**config.mk**
```make
export PLATFORM = sky130hd
export DESIGN_NAME = node_packet_tx
export DESIGN_NICKNAME = d
export VERILOG_FILES = /design/src/rtl/noc_params.sv /design/src/rtl/node_packet_tx_vc_select.sv /design/src/rtl/node_packet_tx.sv
export SDC_FILE = /design/constraint.sdc
export NUM_CORES = 1
export LEC_CHECK = 0
export CAP_MARGIN = 30
export CORE_MARGIN = 2
export CORE_UTILIZATION = 30
export CTS_CLUSTER_SIZE = 12
export DETAILED_ROUTE_END_ITERATION = 6
export GPL_TIMING_DRIVEN = 0
export SETUP_SLACK_MARGIN = 0.4
export SLEW_MARGIN = 15
export SYNTH_ARGS = -nofsm -noshare
export SYNTH_HDL_FRONTEND = slang
export SYNTH_SLANG_ARGS = --single-unit
```
**constraint.sdc**
```tcl
create_clock -name clk -period 3.1 [get_ports clk]
set_clock_uncertainty 0.05 [all_clocks]
set_input_delay 0.62 -clock clk [delete_from_list [all_inputs] [get_ports clk]]
set_output_delay 0.62 -clock clk [all_outputs]
set_load 0.005 [all_outputs]
```
**src/rtl/noc_params.sv**
```systemverilog
// Shared NoC types: flit format, packet descriptor and node TX state encoding.
// A head flit carries {dest_x, dest_y, head payload}, which exactly fills the flit data field.
package noc_params;

    localparam int VC_NUM            = 2;
    localparam int VC_SIZE           = (VC_NUM > 1) ? $clog2(VC_NUM) : 1;
    localparam int DEST_ADDR_SIZE_X  = 2;
    localparam int DEST_ADDR_SIZE_Y  = 2;
    localparam int HEAD_PAYLOAD_SIZE = 12;
    localparam int FLIT_DATA_SIZE    = DEST_ADDR_SIZE_X + DEST_ADDR_SIZE_Y + HEAD_PAYLOAD_SIZE;

    typedef enum logic [1:0] {
        HEAD     = 2'd0,
        BODY     = 2'd1,
        TAIL     = 2'd2,
        HEADTAIL = 2'd3
    } flit_label_t;

    typedef struct packed {
        flit_label_t                 flit_label;
        logic [VC_SIZE-1:0]          vc_id;
        logic [FLIT_DATA_SIZE-1:0]   data;
    } flit_t;

    typedef struct packed {
        logic [DEST_ADDR_SIZE_X-1:0]  dest_x;
        logic [DEST_ADDR_SIZE_Y-1:0]  dest_y;
        logic [HEAD_PAYLOAD_SIZE-1:0] head_pl;
    } pkt_desc_t;

    typedef enum logic [1:0] {
        TX_IDLE  = 2'd0,
        TX_ALLOC = 2'd1,
        TX_HEAD  = 2'd2,
        TX_BODY  = 2'd3
    } tx_state_t;

endpackage

```
**src/rtl/node_packet_tx_vc_select.sv**
```systemverilog
// VC picker: eligible mask in, onehot/index of the chosen VC out, purely combinational.
// Lowest index wins; with NODE_TX_RR_VC_EN the search starts one past the last grant.
module vc_select
    import noc_params::*;
(
`ifdef NODE_TX_RR_VC_EN
    input  logic                clk,
    input  logic                rst,
    input  logic                grant,
`endif
    input  logic [VC_NUM-1:0]   eligible,
    output logic [VC_NUM-1:0]   onehot,
    output logic [VC_SIZE-1:0]  index,
    output logic                found
);

`ifdef NODE_TX_RR_VC_EN
    logic [VC_SIZE-1:0] ptr;
    int                 cand;

    // Walk downwards so the candidate closest to ptr is the one left standing.
    always_comb begin
        index = '0;
        found = 1'b0;
        cand  = 0;
        for (int i = VC_NUM - 1; i >= 0; i--) begin
            cand = (int'(ptr) + i) % VC_NUM;
            if (eligible[cand]) begin
                index = VC_SIZE'(cand);
                found = 1'b1;
            end
        end
    end

    always_ff @(posedge clk or negedge rst) begin
        if (!rst) begin
            ptr <= '0;
        end else if (grant && found) begin
            ptr <= (index == VC_SIZE'(VC_NUM - 1)) ? '0 : index + 1'b1;
        end
    end
`else
    always_comb begin
        index = '0;
        found = 1'b0;
        for (int i = VC_NUM - 1; i >= 0; i--) begin
            if (eligible[i]) begin
                index = VC_SIZE'(i);
                found = 1'b1;
            end
        end
    end
`endif

    assign onehot = found ? (VC_NUM'(1) << index) : '0;

endmodule

```
**src/rtl/node_packet_tx.sv**
```systemverilog
// Node injection engine: serialises a descriptor plus body words into head/body/tail flits on a free VC.
// Flits registered one cycle after decision (accept to valid = 3 cycles); stalls on VC off or empty body stream. Option: NODE_TX_RR_VC_EN.
module node_packet_tx
    import noc_params::*;
#(
    parameter int  MAX_PKT_LEN  = 8,
    parameter int  GUARD_CYCLES = 2,
    localparam int LEN_W        = $clog2(MAX_PKT_LEN + 1)
) (
    input  logic                         clk,
    input  logic                         rst,
    input  logic                         pkt_valid_i,
    output logic                         pkt_ready_o,
    input  logic [LEN_W-1:0]             pkt_len_i,
    input  logic [DEST_ADDR_SIZE_X-1:0]  pkt_dest_x_i,
    input  logic [DEST_ADDR_SIZE_Y-1:0]  pkt_dest_y_i,
    input  logic [HEAD_PAYLOAD_SIZE-1:0] pkt_head_pl_i,
    input  logic                         pl_valid_i,
    output logic                         pl_ready_o,
    input  logic [FLIT_DATA_SIZE-1:0]    pl_data_i,
    output flit_t                        data_o,
    output logic                         is_valid_o,
    input  logic [VC_NUM-1:0]            is_on_off_i,
    input  logic [VC_NUM-1:0]            is_allocatable_i,
    output logic                         busy_o
);

    localparam int GUARD_W = $clog2(GUARD_CYCLES + 1);

    tx_state_t            state, state_nxt;
    pkt_desc_t            desc;
    logic [LEN_W-1:0]     remaining;
    logic [VC_SIZE-1:0]   cur_vc;
    logic [VC_NUM-1:0]    cur_vc_oh, last_vc_oh;
    logic [GUARD_W-1:0]   guard_cnt;
    logic [VC_NUM-1:0]    guard_mask, eligible, sel_onehot;
    logic [VC_SIZE-1:0]   sel_index;
    logic                 sel_found, alloc_grant, vc_on, emit, is_last;
    flit_t                emit_flit;

    // The router's allocatable flag lags the tail by a few cycles; keep the last VC out meanwhile.
    assign guard_mask = (guard_cnt != '0) ? last_vc_oh : '0;
    assign eligible   = is_allocatable_i & ~guard_mask;
    assign vc_on      = |(is_on_off_i & cur_vc_oh);
    assign busy_o     = (state != TX_IDLE);

    vc_select u_vc_select (
`ifdef NODE_TX_RR_VC_EN
        .clk      (clk),
        .rst      (rst),
        .grant    (alloc_grant),
`endif
        .eligible (eligible),
        .onehot   (sel_onehot),
        .index    (sel_index),
        .found    (sel_found)
    );

    always_comb begin
        state_nxt        = state;
        pkt_ready_o      = 1'b0;
        pl_ready_o       = 1'b0;
        alloc_grant      = 1'b0;
        emit             = 1'b0;
        is_last          = 1'b0;
        emit_flit        = '0;
        emit_flit.vc_id  = cur_vc;
        case (state)
            TX_IDLE: begin
                pkt_ready_o = 1'b1;
                if (pkt_valid_i) state_nxt = TX_ALLOC;
            end
            TX_ALLOC: begin
                if (sel_found) begin
                    alloc_grant = 1'b1;
                    state_nxt   = TX_HEAD;
                end
            end
            TX_HEAD: begin
                if (vc_on) begin
                    emit                 = 1'b1;
                    is_last              = (remaining == '0);
                    emit_flit.flit_label = is_last ? HEADTAIL : HEAD;
                    emit_flit.data       = desc;
                    state_nxt            = is_last ? TX_IDLE : TX_BODY;
                end
            end
            TX_BODY: begin
                pl_ready_o = vc_on;
                if (pl_valid_i && vc_on) begin
                    emit                 = 1'b1;
                    is_last              = (remaining == LEN_W'(1));
                    emit_flit.flit_label = is_last ? TAIL : BODY;
                    emit_flit.data       = pl_data_i;
                    if (is_last) state_nxt = TX_IDLE;
                end
            end
            default: state_nxt = TX_IDLE;
        endcase
    end

    always_ff @(posedge clk or negedge rst) begin
        if (!rst) begin
            state      <= TX_IDLE;
            desc       <= '0;
            remaining  <= '0;
            cur_vc     <= '0;
            cur_vc_oh  <= '0;
            last_vc_oh <= '0;
            guard_cnt  <= '0;
            data_o     <= '0;
            is_valid_o <= 1'b0;
        end else begin
            state      <= state_nxt;
            is_valid_o <= emit;
            if (emit) data_o <= emit_flit;

            // A zero length is treated as a single-flit packet.
            if (state == TX_IDLE && pkt_valid_i) begin
                desc      <= '{dest_x: pkt_dest_x_i, dest_y: pkt_dest_y_i, head_pl: pkt_head_pl_i};
                remaining <= (pkt_len_i == '0) ? '0 : pkt_len_i - 1'b1;
            end else if (emit && state == TX_BODY) begin
                remaining <= remaining - 1'b1;
            end

            if (alloc_grant) begin
                cur_vc    <= sel_index;
                cur_vc_oh <= sel_onehot;
            end

            if (emit && is_last) begin
                last_vc_oh <= cur_vc_oh;
                guard_cnt  <= GUARD_W'(GUARD_CYCLES);
            end else if (guard_cnt != '0) begin
                guard_cnt  <= guard_cnt - 1'b1;
            end
        end
    end

endmodule

```
==> results of run 1 <==
==> layer usage <==
layer	vias to the layer above	global-route usage (%)	wire length [um]	share of wire, %
li1	918	-	-	-
met1	917	18.3	2700	47
met2	42	22.2	2710	47
met3	9	3.38	318	5.5
met4	0	4.66	74	1.3
met5	-	0	0	0
==> metrics by stage <==
| stage | hold slack, ns | TNS, ns | instance area (um^2) | total power, W | worst slack (ns) |
|---|---|---|---|---|---|
| 3_5_place_dp | 0.430 | 0 | 3200 | 0.00265 | 0.398 |
| 5_1_grt | 0.240 | 0 | 3320 | 0.00334 | 0.448 |
| 4_1_cts | 0.212 | 0 | 3320 | 0.00314 | 0.472 |
| 6_report | 0.207 | 0 | 3320 | 0.00310 | 0.502 |
| 2_1_floorplan | 0.274 | 0 | 2390 | 0.00207 | 1.47 |
| 3_3_place_gp | 0.423 | -7.67 | 3180 | 0.00261 | -0.159 |
==> registers in the layout, summed over array words and instances (netlist names) <==
| signal | cells |
|---|---|
| guard_cnt | 2 |
| state | 2 |
| is_valid_o | 1 |
| desc | 16 |
| last_vc_oh | 2 |
| remaining | 4 |
| cur_vc_oh | 2 |
| cur_vc | 1 |
| data_o | 19 |
==> where the power goes <==
| group | switching [W] | internal [W] | total (W) |
|---|---|---|---|
| registers | 0.000219 | 0.000963 | 0.00118 |
| clock network | 0.000232 | 0.000242 | 0.000474 |
| logic | 0.000604 | 0.000837 | 0.00144 |
| total | 0.00106 | 0.00204 | 0.00310 |
==> worst max-delay path, delay by kind of cell <==
family / cells / cell delay, ns
simple gates: 1 / 0.13
compound gates: 1 / 0.13
buf+inv: 2 / 1.05
==> cells in the mapped netlist (3+ instances only) <==
cell / count
buf_4: 4
dfrtp_1: 49
nand2_1: 3
inv_1: 10
mux2_2: 5
a21oi_1: 18
mux2i_1: 3
nand2b_1: 4
nand3_1: 5
buf_6: 3
ha_1: 4
o22ai_1: 32
xnor2_1: 3
nor3_1: 4
mux2_4: 14
o21ai_0: 3
buf_2: 3
nor2_1: 8
==> final timing paths <==
kind	start	end	depth (start not counted)
worst max-delay path	is_on_off_i[0]	pl_ready_o	4
worst min-delay path	rst	guard_cnt[0]$_DFFE_PN0P_	1
worst min register to register	cur_vc$_DFFE_PN0P_	cur_vc$_DFFE_PN0P_	1
min in group clk	cur_vc$_DFFE_PN0P_	cur_vc$_DFFE_PN0P_	1
worst max register to register	remaining[1]$_DFFE_PN0P_	last_vc_oh[0]$_DFFE_PN0P_	7
max in group asynchronous	rst	desc[2]$_DFFE_PN0P_	2
==> logic make-up after synthesis <==
family / after synthesis / share of synthesized area, %
buffers and inverters: 23 / 5.38
XOR/XNOR: 4 / 1.46
multiplexers: 22 / 12.4
AND/OR/NAND/NOR: 36 / 8.15
AO/OA/AOI/OAI: 70 / 19.3
adder cells (fa/ha/maj): 4 / 2.09
flip-flops: 49 / 51.2
==> repair_timing <==
action,in CTS,in global routing
setup endpoints to repair,1,0
resized for setup,1,0
endpoints found under the hold margin,0,0
==> area by class of cell <==
cell class | count | share of cell area [%]
clock buffer | 5 | 2.08
sequential | 49 | 37.0
inverter | 10 | 1.13
timing repair buffer | 67 | 20.4
tap | 102 | 3.85
buffer | 13 | 2.75
multi-input combinational | 136 | 31.5
clock inverter | 3 | 1.32
==> summary.txt, run 1 <==
Run status
  • Status: completed

Logic synthesis
  • Post-synth ARST share: 100%
  • Post-synthesis sequential area ratio: 51.2%
  • Synth top area share: 51.2%
  • Ranking of synthesized cells by area: dfrtp_1 (51%), mux2_4 (8.8%), o22ai_1 (8.4%)
  • Netlist cell types: 40
  • Flops & latches, synth: 49
  • Synth warn: 0
  • Mapped Area: ~0.0024 mm^2
  • Syn Area/Cell: roughly 12 um^2
  • Ys flop type: dfrtp_1
  • Syn Nets: 256
  • Post-synth top area cell: dfrtp_1
  • EDFF count, synth: 0
  • Cells after synthesis: about 210

Final layout
  • Final Instance Count excl. Fillers: slightly below 400
  • Util after Layout: 42.9%
  • Fill count: 750
  • Area of the multi-input gates: roughly 0.0010 mm^2
  • Layout area overhead: 38.5%
  • Share of post-route cells with drive strength above 1: 18.0%
  • Fin nets: 330
  • Diodes inserted: 0
  • FF+latch area: 0.00123 mm^2
  • Leading cell types in the layout, fill and taps excluded: clkdlybuf4s50_1 (65), dfrtp_1 (49), o22ai_1 (32)
  • Commonest non-fill, non-tap cell in the layout: clkdlybuf4s50_1

Critical path
  • CP max-delay cell: clkdlybuf4s50_1
  • WP data arrival: ~1.9 ns
  • Max incr delay on CP: approximately 0.53 ns
  • CP max FO: 7
  • Startpoint types: primary input
  • Critical Path Sink Type: output port
  • Crit path cell chain: clkdlybuf4s50_1 > a22oi_4 > nor3_2 > clkdlybuf4s50_1
  • Kind of critical path: in -> out
  • Worst R2R Setup Slack: 1.31 ns
  • Cell mode on critical path: clkdlybuf4s50_1
  • Worst Path Required: 2.43 ns

Place
  • Placed insts: ~380
  • HPWL after DPL: 4.14 mm
  • RePlAce Congestion: 0.796
  • # port buffers: 66

Global route
  • Initial antenna violation count: 0
  • Largest net degree at the start of global routing: 32
  • Vias in the first global route: 1,987
  • Total track usage: 13.8%
  • Global route total overflow: 0
  • First-pass GRT wire length: between 9 and 10 mm

STA
  • Clock period minus final worst setup slack: around 2.6 ns
  • Tcrit/Tclk final: between 80% and 90%
  • Achievable Freq: roughly 0.38 GHz
  • RSZ-0062 raised after global routing: false
  • Slew HR: about two thirds
  • Worst Tran Pin Value: 0.494 ns
  • Final Hold Vio Count: 0
  • Max-slew violation count: 0
  • Finish-stage setup viols: 0

Clocking
  • Max H-tree Level: 2
  • Hold-fix buffers, CTS: 0
  • CTS tree: done
  • Worst skew pair latency: between 0.3 and 0.4 ns
  • Clk sink count: 49
  • Clock root buffer master: clkbuf_8
  • CTS Buffer Depth: 2
  • CTS Buf Count: 5
  • Clk slew on worst S/H paths: 0.10 ns
  • Post-CTS Repair Setup Buffers: 0

Drt
  • DR pass1 iterations: 4
  • ANT nets after route: 0
  • Per-cell routed wire length: roughly 15 um
  • Starting DRT DRC Count: 72
  • Vias/cell: between 4 and 5
  • DRC: 0
  • Vias: roughly 1,900
  • Final Routed Wirelength: 5.81 mm

Job
  • Max-cap viol count: 0

Power and ir drop
  • Pleak: 1.40 nW
  • VDD IR-drop max: roughly 400 uV
  • Total power per unit cell area: 934 mW/mm^2

Worst hold path
  • Worst Hold Class: in -> async

Floorplan
  • Starting density of the core: 31.0%
  • Die Y: 93.3 um
  • Row count: 32
  • Die ar.: 0.00871 mm^2
  • Boundary Pins: 67
  • Die X: 93.3 um
  • Core Region: 0.00773 mm^2
No activity file was read; power rests on OpenSTA's default activity.
==> inputs of run 2 (changes only) <==
==> constraint.sdc (replaced) <==
create_clock -name clk -period 2.72 [get_ports clk]
set_clock_uncertainty 0.05 [all_clocks]
set_input_delay 0.544 -clock clk [delete_from_list [all_inputs] [get_ports clk]]
set_output_delay 0.544 -clock clk [all_outputs]
set_load 0.005 [all_outputs]
==> summary.txt, run 2 (same netlist as run 1, synthesis figures left out) <==
Job
  • Max-cap viol count: 0 (unchanged)

Worst hold path
  • Worst Hold Class: in -> async (unchanged)

Drt
  • Vias: 1,892 (was 1,886)
  • Starting DRT DRC Count: 73 (was 72)
  • Vias/cell: 4.90 (about the same)
  • ANT nets after route: 0 (unchanged)
  • Per-cell routed wire length: 15.1 um (about the same)
  • Final Routed Wirelength: 5.83 mm (was 5.81 mm)
  • DR pass1 iterations: 4 (unchanged)
  • DRC: 0 (unchanged)

Global route
  • Total track usage: 13.8% (unchanged)
  • Vias in the first global route: 1,987 (unchanged)
  • Largest net degree at the start of global routing: 32 (unchanged)
  • First-pass GRT wire length: 9.53 mm (unchanged)
  • Global route total overflow: 0 (unchanged)
  • Initial antenna violation count: 0 (unchanged)

Final layout
  • Largest register FFs: 19 (unchanged)
  • Leading cell types in the layout, fill and taps excluded: clkdlybuf4s50_1 (63), dfrtp_1 (49), o22ai_1 (32) (was clkdlybuf4s50_1 (65), dfrtp_1 (49), o22ai_1 (32))
  • Commonest non-fill, non-tap cell in the layout: clkdlybuf4s50_1 (unchanged)
  • Diodes inserted: 0 (unchanged)
  • Layout area overhead: 38.8% (was 38.5%)
  • Share of post-route cells with drive strength above 1: 18.7% (was 18.0%)
  • Regs by FF count: data_o (19), desc (16), remaining (4) (unchanged)
  • Fin nets: 331 (was 330)
  • Biggest register: data_o (unchanged)

Clocking
  • CTS Buffer Depth: 2 (unchanged)
  • Clock root buffer master: clkbuf_8 (unchanged)
  • Max H-tree Level: 2 (unchanged)
  • Worst skew pair latency: 0.31 ns (about the same)
  • CTS Buf Count: 5 (unchanged)
  • Clk sink count: 49 (unchanged)
  • Clk slew on worst S/H paths: 0.10 ns (about the same)
  • CTS tree: done (unchanged)
  • Hold-fix buffers, CTS: 0 (unchanged)

Critical path
  • Worst Path Required: 2.13 ns (was 2.43 ns)
  • Worst setup path startpoint: state[1]$_DFFE_PN0P_ (was is_on_off_i[0])
  • RR Startpoint: remaining[1]$_DFFE_PN0P_ (unchanged)
  • Kind of critical path: reg -> out (was in -> out)
  • Critical Path Sink Type: output port (unchanged)
  • Startpoint types: register (was primary input)
  • CP max FO: 8 (was 7)
  • WP data arrival: 1.63 ns (was 1.93 ns)
  • Worst R2R Setup Slack: 0.92 ns (was 1.31 ns)
  • FF-to-FF path depth: 7 (unchanged)

STA
  • Worst Tran Pin Value: 0.493 ns (was 0.494 ns)
  • RSZ-0062 raised after global routing: false (unchanged)
  • Hold_ws: 0.130 ns (was 0.207 ns)
  • Clock period minus final worst setup slack: about 2.2 ns
  • Final WS setup: 0.496 ns (was 0.502 ns)
  • Slew HR: 67.1% (was 67.0%)
  • Finish-stage setup viols: 0 (unchanged)
  • Tcrit/Tclk final: 81.8%
  • Achievable Freq: 0.450 GHz
  • Final Hold Vio Count: 0 (unchanged)
  • Max-slew violation count: 0 (unchanged)

Floorplan
  • Die X: 93.3 um (unchanged)
  • Die ar.: 0.00871 mm^2 (unchanged)
  • Boundary Pins: 67 (unchanged)
  • Starting density of the core: 31.0% (unchanged)
  • Row count: 32 (unchanged)
  • Die Y: 93.3 um (unchanged)
  • Core Region: 0.00773 mm^2 (unchanged)

Run status
  • Status: completed (unchanged)

Power and ir drop
  • Flop pwr share: 38.0% (was 38.1%)
  • Tot Pwr: 0.00355 W (was 0.00310 W)
  • Clock share of power: 15.3% (about the same)
  • Switch Pwr: 0.00121 W (was 0.00106 W)
  • Gate power share: 46.8% (was 46.5%)
  • Internal power: 0.00234 W (was 0.00204 W)
  • Switching Share: 34.1% (about the same)
  • VDD IR-drop max: 471 uV (was 409 uV)
  • Total power per unit cell area: 1070 mW/mm^2 (was 934 mW/mm^2)
  • Pleak: 1.40 nW (about the same)

Place
  • Setup WS pre-CTS: 0.170 ns (was 0.398 ns)
  • # port buffers: 66 (unchanged)
  • RePlAce Congestion: 0.796 (unchanged)
  • HPWL after DPL: 4.14 mm (unchanged)
run 2: changes by cell type in the layout (fill, tap and decap cells not counted):
cell and delta:
clkdlybuf4s50_1 -2, buf_4 +1, inv_1 -1, clkinvlp_4 +1, dlygate4sd2_1 +2
run 2: power groups by stage:
stage	clock network, W	registers [W]	logic [W]
final	0.000542	0.00135	0.00166
after global routing	0.000585	0.00140	0.00184
after CTS	0.000561	0.00135	0.00167
after detailed placement	0	0.00136	0.00166
after global placement	0	0.00136	0.00162
after floorplan	0	0.00133	0.00104
run 2: final timing paths:
path / endpoint
max: pl_ready_o
min: guard_cnt[0]$_DFFE_PN0P_
max reg2reg: last_vc_oh[0]$_DFFE_PN0P_
min reg2reg: cur_vc$_DFFE_PN0P_
max in group asynchronous: desc[2]$_DFFE_PN0P_
min in group clk: cur_vc$_DFFE_PN0P_
run 2: repair_timing:
item                                    4_1_cts  5_1_grt
endpoints found under the setup margin        1        1
setup buffers                                 0        1
resized for setup                             3        1
run 2: through the flow:
stage          cell area [um^2]  util [%]  std cells  TNS, ns
2_1_floorplan              2390         -        208        0
3_3_place_gp               3180      41.2        376   -22.56
3_5_place_dp               3200      41.4        377        0
4_1_cts                    3310      42.9        385        0
5_1_grt                    3320      43.0        386        0
6_report                   3320      43.0        386        0
run 2: layer usage:
metal | up-vias | track usage, % | wire length [um]
met5 | - | 0 | 0
met4 | 0 | 4.66 | 74
met3 | 9 | 3.38 | 318
met2 | 42 | 22.2 | 2750
met1 | 923 | 18.3 | 2680
li1 | 918 | - | -
run 2: layout make-up:
class | instances | area, um^2
inverters | 10 | 41.3
clock buffers | 5 | 68.8
flip-flops and latches | 49 | 1230
clock inverters | 3 | 43.8
fillers | 750 | 4400
multi-input cells | 136 | 1040
well taps | 102 | 128
repair buffers | 68 | 681
plain buffers | 13 | 91.3
run 2: critical path: stages (launching register included):
cell	delay, ns
dfrtp_1	0.34
buf_4	0.17
clkinvlp_4	0.11
nor3_2	0.18
clkdlybuf4s50_1	0.52
